--- src/rtl/dmem_lsu_pkg.sv ---
// dmem_lsu_pkg: shared constants for the data-memory load/store unit.
//   WORD_LEN      : data/address width (32)
//   F3_*          : RV32I load/store width codes carried on req_funct3
//   state_t       : dmem_lsu controller states
//   f3_illegal    : width code not usable for the given direction
//   f3_misaligned : address low bits not naturally aligned for the width
package dmem_lsu_pkg;

   localparam int WORD_LEN = 32;

   localparam logic [2:0] F3_B  = 3'b000;
   localparam logic [2:0] F3_H  = 3'b001;
   localparam logic [2:0] F3_W  = 3'b010;
   localparam logic [2:0] F3_BU = 3'b100;
   localparam logic [2:0] F3_HU = 3'b101;

   typedef enum logic [2:0] {
      ST_IDLE  = 3'd0,
      ST_READ  = 3'd1,
      ST_MERGE = 3'd2,
      ST_WRITE = 3'd3,
      ST_RESP  = 3'd4
   } state_t;

   // Unsigned variants only make sense for loads.
   function automatic logic f3_illegal(input logic we, input logic [2:0] f3);
      logic bad;
      case (f3)
         F3_B, F3_H, F3_W: bad = 1'b0;
         F3_BU, F3_HU:     bad = we;
         default:          bad = 1'b1;
      endcase
      return bad;
   endfunction

   function automatic logic f3_misaligned(input logic [2:0] f3, input logic [1:0] lo);
      logic mis;
      case (f3)
         F3_W:         mis = (lo != 2'b00);
         F3_H, F3_HU:  mis = lo[0];
         default:      mis = 1'b0;
      endcase
      return mis;
   endfunction

endpackage

--- src/rtl/dmem_lsu_lane.sv ---
// lsu_lane: combinational byte/halfword lane logic shared by the load
// response path and the store read-modify-write path.
//   funct3      : width code of the latched request
//   byte_off    : low address bits (byte lane; bit 1 selects the halfword)
//   mem_word    : word returned by memory
//   st_half     : low 16 bits of store data
//   ld_data     : extracted and sign/zero-extended load result
//   merged_word : mem_word with the store lane replaced
// A word access ignores byte_off and uses the whole word.
module lsu_lane
   import dmem_lsu_pkg::*;
(
   input  logic [2:0]          funct3,
   input  logic [1:0]          byte_off,
   input  logic [WORD_LEN-1:0] mem_word,
   input  logic [15:0]         st_half,
   output logic [WORD_LEN-1:0] ld_data,
   output logic [WORD_LEN-1:0] merged_word
);

   logic [7:0]  byte_sel;
   logic [15:0] half_sel;

   always_comb begin
      case (byte_off)
         2'd0:    byte_sel = mem_word[7:0];
         2'd1:    byte_sel = mem_word[15:8];
         2'd2:    byte_sel = mem_word[23:16];
         default: byte_sel = mem_word[31:24];
      endcase
      half_sel = byte_off[1] ? mem_word[31:16] : mem_word[15:0];

      case (funct3)
         F3_B:    ld_data = {{24{byte_sel[7]}}, byte_sel};
         F3_BU:   ld_data = {24'h0, byte_sel};
         F3_H:    ld_data = {{16{half_sel[15]}}, half_sel};
         F3_HU:   ld_data = {16'h0, half_sel};
         default: ld_data = mem_word;
      endcase

      merged_word = mem_word;
      if (funct3 == F3_B) begin
         case (byte_off)
            2'd0:    merged_word[7:0]   = st_half[7:0];
            2'd1:    merged_word[15:8]  = st_half[7:0];
            2'd2:    merged_word[23:16] = st_half[7:0];
            default: merged_word[31:24] = st_half[7:0];
         endcase
      end else if (funct3 == F3_H) begin
         if (byte_off[1]) merged_word[31:16] = st_half;
         else             merged_word[15:0]  = st_half;
      end
   end

endmodule

--- src/rtl/dmem_lsu.sv ---
// dmem_lsu: load/store unit driving a word-wide memory port with one cycle
// of read latency. Sub-word stores are done as read-modify-write.
//   clk, rst                 : clock, asynchronous active-high reset
//   req_valid/req_ready      : request handshake (ready only when idle)
//   req_we/req_funct3        : store flag and RV32I width code
//   req_addr/req_wdata       : byte address and store data
//   resp_valid/resp_err      : completion pulse, rejected-request flag
//   resp_rdata               : extended load data (0 for stores/errors)
//   mem_addr/mem_wen         : word-aligned address, word write enable
//   mem_wdata/mem_rdata      : word write data, read data (previous-edge addr)
// Build option: DMEM_LSU_MISALIGN_TRAP_EN rejects misaligned W/H/HU requests;
// without it the low address bits are simply ignored for those widths.
//
// state    | meaning
// ---------+-------------------------------------------------------------
// ST_IDLE  | ready for a request, memory port quiet
// ST_READ  | word address driven, memory read in flight
// ST_MERGE | sub-word lane merged into read word and written back
// ST_WRITE | full-word store written
// ST_RESP  | load result (or error) returned
module dmem_lsu
   import dmem_lsu_pkg::*;
(
   input  logic                clk,
   input  logic                rst,
   input  logic                req_valid,
   output logic                req_ready,
   input  logic                req_we,
   input  logic [2:0]          req_funct3,
   input  logic [WORD_LEN-1:0] req_addr,
   input  logic [WORD_LEN-1:0] req_wdata,
   output logic                resp_valid,
   output logic                resp_err,
   output logic [WORD_LEN-1:0] resp_rdata,
   output logic [WORD_LEN-1:0] mem_addr,
   output logic                mem_wen,
   output logic [WORD_LEN-1:0] mem_wdata,
   input  logic [WORD_LEN-1:0] mem_rdata
);

   state_t              state_q, state_d;
   logic                we_q, we_d;
   logic [2:0]          f3_q, f3_d;
   logic [WORD_LEN-1:0] addr_q, addr_d;
   logic [WORD_LEN-1:0] wdata_q, wdata_d;
   logic                err_q, err_d;

   logic                accept;
   logic                bad_req;
   logic [WORD_LEN-1:0] ld_data;
   logic [WORD_LEN-1:0] merged_word;

`ifdef DMEM_LSU_MISALIGN_TRAP_EN
   assign bad_req = f3_illegal(req_we, req_funct3) ||
                    f3_misaligned(req_funct3, req_addr[1:0]);
`else
   assign bad_req = f3_illegal(req_we, req_funct3);
`endif

   assign accept = req_valid && (state_q == ST_IDLE);

   always_comb begin
      state_d = state_q;
      we_d    = we_q;
      f3_d    = f3_q;
      addr_d  = addr_q;
      wdata_d = wdata_q;
      err_d   = err_q;
      case (state_q)
         ST_IDLE: begin
            if (accept) begin
               we_d    = req_we;
               f3_d    = req_funct3;
               addr_d  = req_addr;
               wdata_d = req_wdata;
               err_d   = bad_req;
               if (bad_req)
                  state_d = ST_RESP;
               else if (req_we && req_funct3 == F3_W)
                  state_d = ST_WRITE;
               else
                  state_d = ST_READ;
            end
         end
         ST_READ:  state_d = we_q ? ST_MERGE : ST_RESP;
         ST_MERGE: state_d = ST_IDLE;
         ST_WRITE: state_d = ST_IDLE;
         ST_RESP:  state_d = ST_IDLE;
         default:  state_d = ST_IDLE;
      endcase
   end

   always_ff @(posedge clk or posedge rst) begin
      if (rst) begin
         state_q <= ST_IDLE;
         we_q    <= 1'b0;
         f3_q    <= 3'b000;
         addr_q  <= '0;
         wdata_q <= '0;
         err_q   <= 1'b0;
      end else begin
         state_q <= state_d;
         we_q    <= we_d;
         f3_q    <= f3_d;
         addr_q  <= addr_d;
         wdata_q <= wdata_d;
         err_q   <= err_d;
      end
   end

   lsu_lane u_lane (
      .funct3      (f3_q),
      .byte_off    (addr_q[1:0]),
      .mem_word    (mem_rdata),
      .st_half     (wdata_q[15:0]),
      .ld_data     (ld_data),
      .merged_word (merged_word)
   );

   // Outputs decode straight from state so an async reset kills mem_wen at once.
   always_comb begin
      req_ready  = (state_q == ST_IDLE);
      resp_valid = 1'b0;
      resp_err   = 1'b0;
      resp_rdata = '0;
      mem_wen    = 1'b0;
      mem_wdata  = '0;
      mem_addr   = (state_q == ST_IDLE) ? '0 : {addr_q[WORD_LEN-1:2], 2'b00};
      case (state_q)
         ST_RESP: begin
            resp_valid = 1'b1;
            resp_err   = err_q;
            if (!err_q && !we_q) resp_rdata = ld_data;
         end
         ST_WRITE: begin
            resp_valid = 1'b1;
            mem_wen    = 1'b1;
            mem_wdata  = wdata_q;
         end
         ST_MERGE: begin
            resp_valid = 1'b1;
            mem_wen    = 1'b1;
            mem_wdata  = merged_word;
         end
         default: ;
      endcase
   end

endmodule

--- config.mk ---
export PLATFORM = sky130hd
export DESIGN_NAME = dmem_lsu
export DESIGN_NICKNAME = d
export VERILOG_FILES = /design/src/rtl/dmem_lsu_pkg.sv /design/src/rtl/dmem_lsu_lane.sv /design/src/rtl/dmem_lsu.sv
export SDC_FILE = /design/constraint.sdc
export NUM_CORES = 1
export LEC_CHECK = 0
export CORE_ASPECT_RATIO = 0.7
export CORE_MARGIN = 2
export CORE_UTILIZATION = 40
export DETAILED_ROUTE_END_ITERATION = 8
export GPL_ROUTABILITY_DRIVEN = 1
export HOLD_SLACK_MARGIN = 0.15
export PLACE_DENSITY = 0.78
export SKIP_CTS_REPAIR_TIMING = 1
export SYNTH_ARGS = -nofsm -noshare
export SYNTH_HDL_FRONTEND = slang
export SYNTH_HIERARCHICAL = 1
export SYNTH_SLANG_ARGS = --single-unit
export TNS_END_PERCENT = 1
--- constraint.sdc ---
create_clock -name clk -period 2.3 [get_ports clk]
set_input_delay 0.46 -clock clk [delete_from_list [all_inputs] [get_ports clk]]
set_output_delay 0.46 -clock clk [all_outputs]
set_load 0.05 [all_outputs]
==> impl_results.md <==
* DRT Pass-1 Iters at 5
* Routed WL at 17.12 mm
* Clk sink count at 72
* Setup Viol. Count Final at 64
* Hold Path Class: input pin to async pin
* Post-synthesis register bit count at 72
* CTS tree: built
* Kind of critical path: flop to primary output
* IO buf count at 200
* Deepest clock path buffer count at 2
* Area grow syn2layout at 68.22%
* Outcome: complete, but fails checks
* Fillers at 896
* Failing checks: negative setup slack
* Worst skew pair latency at 0.34 ns
* Asr flop ratio synth at 1.000
* Sequential share of power at 0.253
* H-Tree Depth at 3
* Switching fraction of total power at 0.4143
* PwrDens at 1002 nW/um^2
* Reg2Reg Setup Slack at 0.62 ns
* Clk pwr share at 0.178
* # DRC at 0
* Seq/Total Area, Yosys at 0.3587
* Sequential Area at 1808 um^2
* Starting density of the core at 0.4072
* Ys flop type: dfrtp_1
* Mapped Cells at 480
* Die H at 97.76 um
* Max-slew violations at 0
* Placed inst area at 7800 um^2
* Routed vias at 4785
* P_sw at 3.509 mW
* Overall Global Routing Usage at 0.2501
* Cell Chain, Critical Path: nor4b_4, buf_6, buf_6, and3_1, a221o_1, mux2i_1, nor2_1, buf_6
* P_int at 4.961 mW
* Antenna Nets Post-Route at 0
* Post-route cell area at 8451 um^2
* Peak VDD IR at 0.5399 mV
* Worst Setup SP: f3_q[0]$_DFFE_PP0P_
* Num rows at 34
* Reg2Reg Launch Point: state_q[1]$_DFFE_PP0P_
* Clk slew on worst S/H paths at 0.06 ns
* GRT Residual Overflow at 0
* Detailed Route Iter0 Violations at 288
* Synthesis warning total at 6
* Hpwl dp at 13.04 mm
* Placer Congestion at 0.8944
* Post-synth EDFFs at 0
* Synth top cells by count: 86 x mux2_2, 72 x dfrtp_1, 45 x nor2_1, 42 x and2_1
* Avg Inst Size Synth at 10.47 um^2
* Worst Setup Slack, final at -0.3728 ns
* Final cycle utilization of the critical path at 1.162
* Crit path max fanout at 6
* Cell area after technology mapping at 5024 um^2
* CP arrival at 2.21 ns
* Combinational Power Share at 0.569
* Fmax at 374.1 MHz
* Layout cells sized above 1 at 0.4548
* Yosys cell types at 39
* Most common cell on crit path: buf_6
* Core area at 12340 um^2
* Total CTS buffers at 9
* Largest net degree at the start of global routing at 38
* Yosys top cell area share at 0.3587
* Multi-input gate area at 3018 um^2
* # IOs at 203
* Startpoint types: flop
* Nets at 828
* Max stage delay on crit path at 0.45 ns
* Area contributors post-synth: dfrtp_1 36%, mux2_2 19%, mux2i_1 6.4%, and2_1 5.2%, a221o_1 4.8%
* CTS root buffer: clkbuf_16
* Global-route wire length before repair at 25.99 mm
* Dominant cell by count in the synthesized netlist: mux2_2
* Vias/cell at 5.358
* LEAKAGE at 3.697 nW
* Unrepaired setup endpoints after global routing: yes
* Critical Path Sink Type: primary output
* Worst path slowest cell: dfrtp_2
* Largest area contributor in the netlist: dfrtp_1
* Vias in the first global route at 4857
* Post-layout min period at 2.673 ns
* Reg2reg end: f3_q[1]$_DFFE_PP0P_
* Die area at 13490 um^2
* Antenna violations before repair at 2
* Die width at 137.9 um
* Reg2reg path depth at 4
* Max_cap viols at 0
* Hold Fails Final Rpt at 0
* Final Skew at 0.005999 ns
* Req. time, crit path at 1.84 ns
* Post-DR wirelength/cell at 19.17 um
* Setup TNS at -18.05 ns
## worst max-delay path: cells and delay by family, from the launching register on
family,cells,cell delay (ns)
and+or+nand+nor,3,0.61
buffers and inverters,3,0.49
DFF,1,0.45
AOI/OAI and AO/OA,1,0.22
muxes,1,0.10
## worst max path at each step
stage / to / slack [ns] / cells after the start
2_1_floorplan: mem_wdata[11] / -0.17 / 7
3_3_place_gp: resp_rdata[11] / -0.43 / 6
6_report: mem_wdata[30] / -0.37 / 8
3_5_place_dp: resp_rdata[9] / -0.48 / 6
5_1_grt: mem_wdata[30] / -0.46 / 8
4_1_cts: resp_rdata[15] / -0.48 / 6
## cells by family after synthesis
group,after synthesis,synth area share
simple gates,163,0.1811
mux,126,0.2924
flops,72,0.3587
compound gates,62,0.1019
buf+inv,56,0.06525
other cells,1,0.0007465
## power groups by stage
stage | Clock, mW | Sequential, mW | Combinational [mW]
after CTS | 1.54 | 2.11 | 4.59
final | 1.51 | 2.15 | 4.82
after global placement | 0 | 2.10 | 4.49
after floorplan | 0 | 1.99 | 3.09
after detailed placement | 0 | 2.13 | 4.57
after global routing | 1.59 | 2.21 | 5.09
## final cells by class
type / count / area share
antenna: 1 / 0.0002961
clock buffer: 9 / 0.02665
multi-input combinational: 353 / 0.3571
clock inverter: 7 / 0.01125
sequential: 72 / 0.2139
inverter: 13 / 0.006070
tap: 162 / 0.02399
timing repair buffer: 276 / 0.3607
## routing by layer
layer / track usage / wire (um) / vias to the layer above
met1: 0.3570 / 7589 / 2372
li1: - / - / 2204
met4: 0.05338 / 214 / 2
met5: 0 / 12 / -
met3: 0.05815 / 1320 / 19
met2: 0.3888 / 7980 / 188
## cell usage in the layout, fill, tap and decap left out, types with 4 or more instances in the layout
cell              n
mux2_2           86
buf_6            36
inv_1            11
and2_1           24
a221o_1          24
a21oi_1           9
buf_12           44
dfrtp_2           5
mux2i_1          31
o21ai_0           5
and3_1            8
clkdlybuf4s50_1  98
nor2_2            5
and2_4           18
dfrtp_1          67
dlymetal6s2s_1    4
nand2_1          18
clkbuf_16        10
a22o_1            8
nor2b_1          31
mux4_2            8
buf_4            92
nor2_1           40
a311oi_1          7
## metrics by stage
stage | setup slack (ns) | power [mW] | cells | util | hold slack [ns]
after floorplan | -0.1665 | 5.088 | 481 | - | 0.4710
after global placement | -0.4345 | 6.584 | 871 | 0.6323 | 0.4778
after detailed placement | -0.4762 | 6.702 | 871 | 0.6323 | 0.4840
after CTS | -0.4816 | 8.240 | 887 | 0.6582 | 0.4308
after global routing | -0.4621 | 8.888 | 892 | 0.6848 | 0.4536
final | -0.3728 | 8.470 | 893 | 0.6850 | 0.4274
## sequential cells by signal, summed over array words and instances (netlist names)
signal,cells
err_q,1
we_q,1
addr_q,32
f3_q,3
state_q,3
wdata_q,32
(Power assumes the default switching activity.)
